File: src/rtl/vd_avg_filter_if.sv
// Sample/strobe bundle between the sequencer and the moving-average stage.
// Master drives the strobes and the sample; slave returns the averaged result and status.
interface vd_avg_filter_if #(
  parameter int DATA_W = 12
);
  logic              shift_avg;
  logic              calc_avg;
  logic [DATA_W-1:0] vd_in;
  logic [DATA_W-1:0] avg_out;
  logic              avg_done;
  logic              busy;
  logic              window_full;

  modport master (
    output shift_avg, calc_avg, vd_in,
    input  avg_out, avg_done, busy, window_full
  );

  modport slave (
    input  shift_avg, calc_avg, vd_in,
    output avg_out, avg_done, busy, window_full
  );
endinterface

File: src/rtl/vd_avg_filter.sv
// Moving-average filter over the last 2^DEPTH_LOG2 voltage samples.
// Summation is serial, one tap per clock; the result is floor(sum / DEPTH).

// One window tap: loads its neighbour's value on an accepted shift.
module vd_avg_tap #(
  parameter int DATA_W = 12
) (
  input  logic              clk,
  input  logic              n_rst,
  input  logic              en_i,
  input  logic [DATA_W-1:0] d_i,
  output logic [DATA_W-1:0] q_o
);
  logic [DATA_W-1:0] tap_q;

  always_ff @(posedge clk) begin
    if (!n_rst)    tap_q <= '0;
    else if (en_i) tap_q <= d_i;
  end

  assign q_o = tap_q;
endmodule

module vd_avg_filter #(
  parameter int DATA_W     = 12,
  parameter int DEPTH_LOG2 = 3
) (
  input  logic           clk,
  input  logic           n_rst,
  vd_avg_filter_if.slave bus
);
  localparam int DEPTH = 1 << DEPTH_LOG2;
  localparam int ACC_W = DATA_W + DEPTH_LOG2;
  localparam logic [DEPTH_LOG2-1:0] IDX_ONE  = DEPTH_LOG2'(1);
  localparam logic [DEPTH_LOG2-1:0] IDX_LAST = DEPTH_LOG2'(DEPTH - 1);

  typedef enum logic [1:0] {
    IDLE = 2'd0,
    SUM  = 2'd1,
    DONE = 2'd2
  } state_e;

  state_e state_q, state_d;

  logic [DEPTH-1:0][DATA_W-1:0] tap_q;
  logic [ACC_W-1:0]             acc_q, acc_d;
  logic [DEPTH_LOG2-1:0]        idx_q, idx_d;
  logic [DATA_W-1:0]            avg_q, avg_d;
  logic [DEPTH_LOG2:0]          fill_q, fill_d;
  logic [ACC_W-1:0]             sum;
  logic                         shift_acc;

  // Shifts are only honoured while idle so the window is frozen during a sum.
  assign shift_acc = (state_q == IDLE) && bus.shift_avg;

  // Tap 0 takes the new sample; every other tap takes its younger neighbour.
  for (genvar i = 0; i < DEPTH; i++) begin : g_tap
    logic [DATA_W-1:0] d;
    if (i == 0) begin : g_head
      assign d = bus.vd_in;
    end else begin : g_body
      assign d = tap_q[i-1];
    end
    vd_avg_tap #(.DATA_W(DATA_W)) u_tap (
      .clk  (clk),
      .n_rst(n_rst),
      .en_i (shift_acc),
      .d_i  (d),
      .q_o  (tap_q[i])
    );
  end

  assign sum = acc_q + ACC_W'(tap_q[idx_q]);

  always_ff @(posedge clk) begin
    if (!n_rst) state_q <= IDLE;
    else        state_q <= state_d;
  end

  always_comb begin
    state_d = state_q;
    acc_d   = acc_q;
    idx_d   = idx_q;
    avg_d   = avg_q;
    fill_d  = fill_q;
    // MSB of the fill counter doubles as the saturation flag.
    if (shift_acc && !fill_q[DEPTH_LOG2]) fill_d = fill_q + 1'b1;
    unique case (state_q)
      IDLE: begin
        if (bus.calc_avg) begin
          acc_d   = '0;
          idx_d   = '0;
          state_d = SUM;
        end
      end
      SUM: begin
        acc_d = sum;
        idx_d = idx_q + IDX_ONE;
        if (idx_q == IDX_LAST) begin
          avg_d   = DATA_W'(sum >> DEPTH_LOG2);
          state_d = DONE;
        end
      end
      DONE:    state_d = IDLE;
      default: state_d = IDLE;
    endcase
  end

  always_ff @(posedge clk) begin
    if (!n_rst) begin
      acc_q  <= '0;
      idx_q  <= '0;
      avg_q  <= '0;
      fill_q <= '0;
    end else begin
      acc_q  <= acc_d;
      idx_q  <= idx_d;
      avg_q  <= avg_d;
      fill_q <= fill_d;
    end
  end

  assign bus.avg_out     = avg_q;
  assign bus.avg_done    = (state_q == DONE);
  assign bus.busy        = (state_q != IDLE);
  assign bus.window_full = fill_q[DEPTH_LOG2];
endmodule

File: src/flat_wrapper.sv
// flat-port wrapper written by rule: the top's interface ports become plain ports
module vd_avg_filter_flat 
#(
  parameter int DATA_W     = 12,
  parameter int DEPTH_LOG2 = 3
)
  (clk, n_rst, bus_shift_avg, bus_calc_avg, bus_vd_in, bus_avg_out, bus_avg_done, bus_busy, bus_window_full);
  vd_avg_filter_if #(.DATA_W(DATA_W)) bus_i ();
  input  logic clk;
  input  logic n_rst;
  input wire logic [$bits(bus_i.shift_avg)-1:0] bus_shift_avg;
  input wire logic [$bits(bus_i.calc_avg)-1:0] bus_calc_avg;
  input wire logic [$bits(bus_i.vd_in)-1:0] bus_vd_in;
  output wire logic [$bits(bus_i.avg_out)-1:0] bus_avg_out;
  output wire logic [$bits(bus_i.avg_done)-1:0] bus_avg_done;
  output wire logic [$bits(bus_i.busy)-1:0] bus_busy;
  output wire logic [$bits(bus_i.window_full)-1:0] bus_window_full;
  assign bus_i.shift_avg = bus_shift_avg;
  assign bus_i.calc_avg = bus_calc_avg;
  assign bus_i.vd_in = bus_vd_in;
  assign bus_avg_out = bus_i.avg_out;
  assign bus_avg_done = bus_i.avg_done;
  assign bus_busy = bus_i.busy;
  assign bus_window_full = bus_i.window_full;
  vd_avg_filter #(.DATA_W(DATA_W), .DEPTH_LOG2(DEPTH_LOG2)) u_core (.clk(clk), .n_rst(n_rst), .bus(bus_i));
endmodule
File: config.mk
export PLATFORM = sky130hd
export DESIGN_NAME = vd_avg_filter_flat
export DESIGN_NICKNAME = d
export VERILOG_FILES = /design/src/rtl/vd_avg_filter_if.sv /design/src/rtl/vd_avg_filter.sv /design/src/flat_wrapper.sv
export SDC_FILE = /design/constraint.sdc
export NUM_CORES = 1
export LEC_CHECK = 0
export ABC_AREA = 1
export BUFFER_PORTS_ARGS = -buffer_cell sky130_fd_sc_hd__clkbuf_2
export CORE_ASPECT_RATIO = 1.1
export CORE_MARGIN = 3
export CORE_UTILIZATION = 32
export DETAILED_ROUTE_END_ITERATION = 10
export GPL_ROUTABILITY_DRIVEN = 0
export MAX_ROUTING_LAYER = met4
export PLACE_DENSITY = 0.45
export SYNTH_ARGS = -nofsm -noshare
export SYNTH_HDL_FRONTEND = slang
export SYNTH_SLANG_ARGS = --single-unit
File: constraint.sdc
create_clock -name clk -period 3.1 [get_ports clk]
set_clock_uncertainty 0.1 [all_clocks]
set_input_delay 0.31 -clock clk [delete_from_list [all_inputs] [get_ports clk]]
set_output_delay 0.31 -clock clk [all_outputs]
set_load 0.01 [all_outputs]
==> run metrics <==
Yosys cell types=36; initial antenna violation count=0; CP startpoint=u_core.idx_q[1]; CTS clk-pin slew, worst paths=60 ps; Finished Core Util=37.4%; fin crit share=89.0%; Die Y-Extent=154 microns; crit-path cells=inv_2 > o21ai_0 > o22ai_1 > nor2_1 > a31oi_1 > ha_1 > fa_1 > nand2_1 > nand2_1 > nand3_2 > nand2_2 > xor2_1 > nand2_1 > a21oi_1; Slew @ Worst Pin=890 ps; setup TNS=0 ps; I/O pin count=31; Post-DRT Antenna Nets=0; CP endpoint kind=flop; crit-path max cell delay=350 ps; DIE AREA=21700 sq um; leading cell type in the layout, fill and taps excluded=nor2_1; CP required=around 3300 ps; CP max FO=23; Net Sw Power=1260 uW; Synth async-reset ratio=0%; post-synthesis register bit count=132; post-CTS setup buffers=0; CTS resizes=0; design area=roughly 7300 sq um; max-slew violation count=0; synthesized instance count=approximately 900; RSZ-0062 raised after global routing=false; final hold violation count=0; Comb pwr share=14.1%; Clock Tree Root=clkbuf_16; drc violations=0; Total Routed Length=16000 microns; CP most frequent cell=nand2_1; Max-cap violations=0; hpwl dp=10100 microns; hold slack=30.1 ps; Clk network pwr share=44.3%; CTS Buffer Depth=2; Rows=53; first-pass GRT wire length=26800 microns; PortBufs=30; sequential-to-total area share from yosys stat=41.4%; Syn Std Cell Area=6390 sq um; GR Util All Layers=15.7%; Worst Hold Depth=3; Main synth FF type=dfxtp_1; CP Launch Type=flop; CTS tree=yes; # H-tree levels=4; Die W=141 microns; CTS Buf Count=17; Iter 0 DRT Violations=296; P&R area growth vs syn=13.5%; PwrDens=~630 nW/um^2; routed vias=5542; share of cells above drive strength 1=10.1%; worst vdd rail ir drop=0.384 mV; endpoints failing setup=0; Hold-fix buffers, CTS=0; HP Start=bus_vd_in[1]; Slew HR=between 40% and 50%; CTS Sinks=132; sequential fraction of design power=41.6%; DR pass1 iterations=4; most frequent cells in the layout=nor2_1 (270), dfxtp_1 (131), o21ai_0 (118); largest net degree at the start of global routing=71; syn nets=between 900 and 1000; Synth Warn #=0; Core Area=19400 sq um; WL/cell=13.5 microns; Switching Share=27.5%; Initial Util=between 30% and 40%; critical path class=flop to flop; CP max stage cell=dfxtp_1; worst hold path type=primary input to flop; vias in the first global route=5103; diode count=0; status=finished, final reports clean; routed vias/inst=4.67; Leakage=0.00319 uW; Final min period=2760 ps; clock latency on the worst-skew pair=between 400 and 500 ps; grt total ovfl=0; Max Freq=363 MHz; critical path arrival=about 3000 ps; Post-synth EDFFs=0; syn_area_per_cell=6.93 sq um; placed cell areas=6660 sq um; worst r2r src=u_core.idx_q[1]; Nets=960; Internal Power=3310 uW; path depth of the worst reg2reg path=14
-- sequential cells by signal, indices dropped and copies added (netlist names) --
name                    count
u_core.fill_q               4
u_core.state_q              2
u_core.acc_q               15
u_core.g_tap.u_tap.q_o     96
u_core.idx_q                3
u_core.bus.avg_out         12
-- synthesized netlist by cell type (3+ instances only) --
library cell / n / share of area, %
dfxtp_1: 132 / 41
a21oi_2: 4 / 0.55
o21ai_1: 35 / 2.7
a21oi_1: 32 / 2.5
nand2_1: 114 / 6.7
nor2_1: 270 / 16
xor2_1: 7 / 0.96
o21ai_0: 118 / 9.2
buf_6: 13 / 2.3
o21bai_1: 6 / 0.70
o21a_1: 6 / 0.70
inv_1: 59 / 3.5
nand3_1: 19 / 1.5
ha_1: 15 / 2.9
nor2_2: 5 / 0.49
clkbuf_1: 21 / 1.2
buf_2: 18 / 1.4
a31oi_1: 12 / 1.2
o22ai_1: 11 / 1.1
inv_2: 3 / 0.18
-- power groups by stage --
stage	sequential, uW	clock, uW	combinational [uW]
2_1_floorplan	1910	0	512
3_3_place_gp	1940	0	652
3_5_place_dp	1940	0	653
4_1_cts	1900	2080	656
5_1_grt	1910	2150	747
6_report	1900	2020	644
-- routing by layer --
metal | track usage, % | share of wire (%) | vias up
li1 | - | - | 2986
met1 | 20.9 | 51 | 2462
met2 | 24.0 | 44 | 75
met3 | 3.22 | 2.9 | 19
met4 | 4.98 | 1.7 | 0
met5 | - | 0 | -
-- critical path: cells and delay by family, from the launching register on --
| family | cells | cell delay (ps) |
|---|---|---|
| xor+xnor | 1 | 250 |
| flops | 1 | 350 |
| fa+ha+maj | 2 | 480 |
| buf+inv | 1 | 350 |
| simple gates | 6 | 490 |
| compound gates | 4 | 640 |
-- per-stage QoR --
step           total power (uW)  setup slack (ps)  cells
3_5_place_dp               2590               286   1156
6_report                   4570               342   1187
4_1_cts                    4630               268   1187
5_1_grt                    4810              71.2   1187
2_1_floorplan              2420               668    922
3_3_place_gp               2590               376   1156
-- cell type report --
class                      instances  area [sq um]
timing repair buffer              43           313
clock inverter                     8           100
tap                              247           309
sequential                       132          2640
clock buffer                      23           488
inverter                          64           248
multi-input combinational        670          3150
fill                            2145         12100
-- cell families after synthesis --
| family | Yosys count | share of synthesized area [%] |
|---|---|---|
| AND/OR/NAND/NOR | 421 | 26.1 |
| AO/OA/AOI/OAI | 226 | 19.0 |
| flip-flops | 132 | 41.4 |
| buffers and inverters | 120 | 9.36 |
| adder cells (fa/ha/maj) | 16 | 3.25 |
| XOR/XNOR | 7 | 0.959 |
-- worst paths after layout --
path	end	slack [ps]
max	u_core.acc_q[6]	340
min	u_core.g_tap[0].u_tap.q_o[1]	30
max reg2reg	u_core.acc_q[6]	340
min reg2reg	u_core.acc_q[6]	370
No activity file was read; power rests on OpenSTA's default activity.
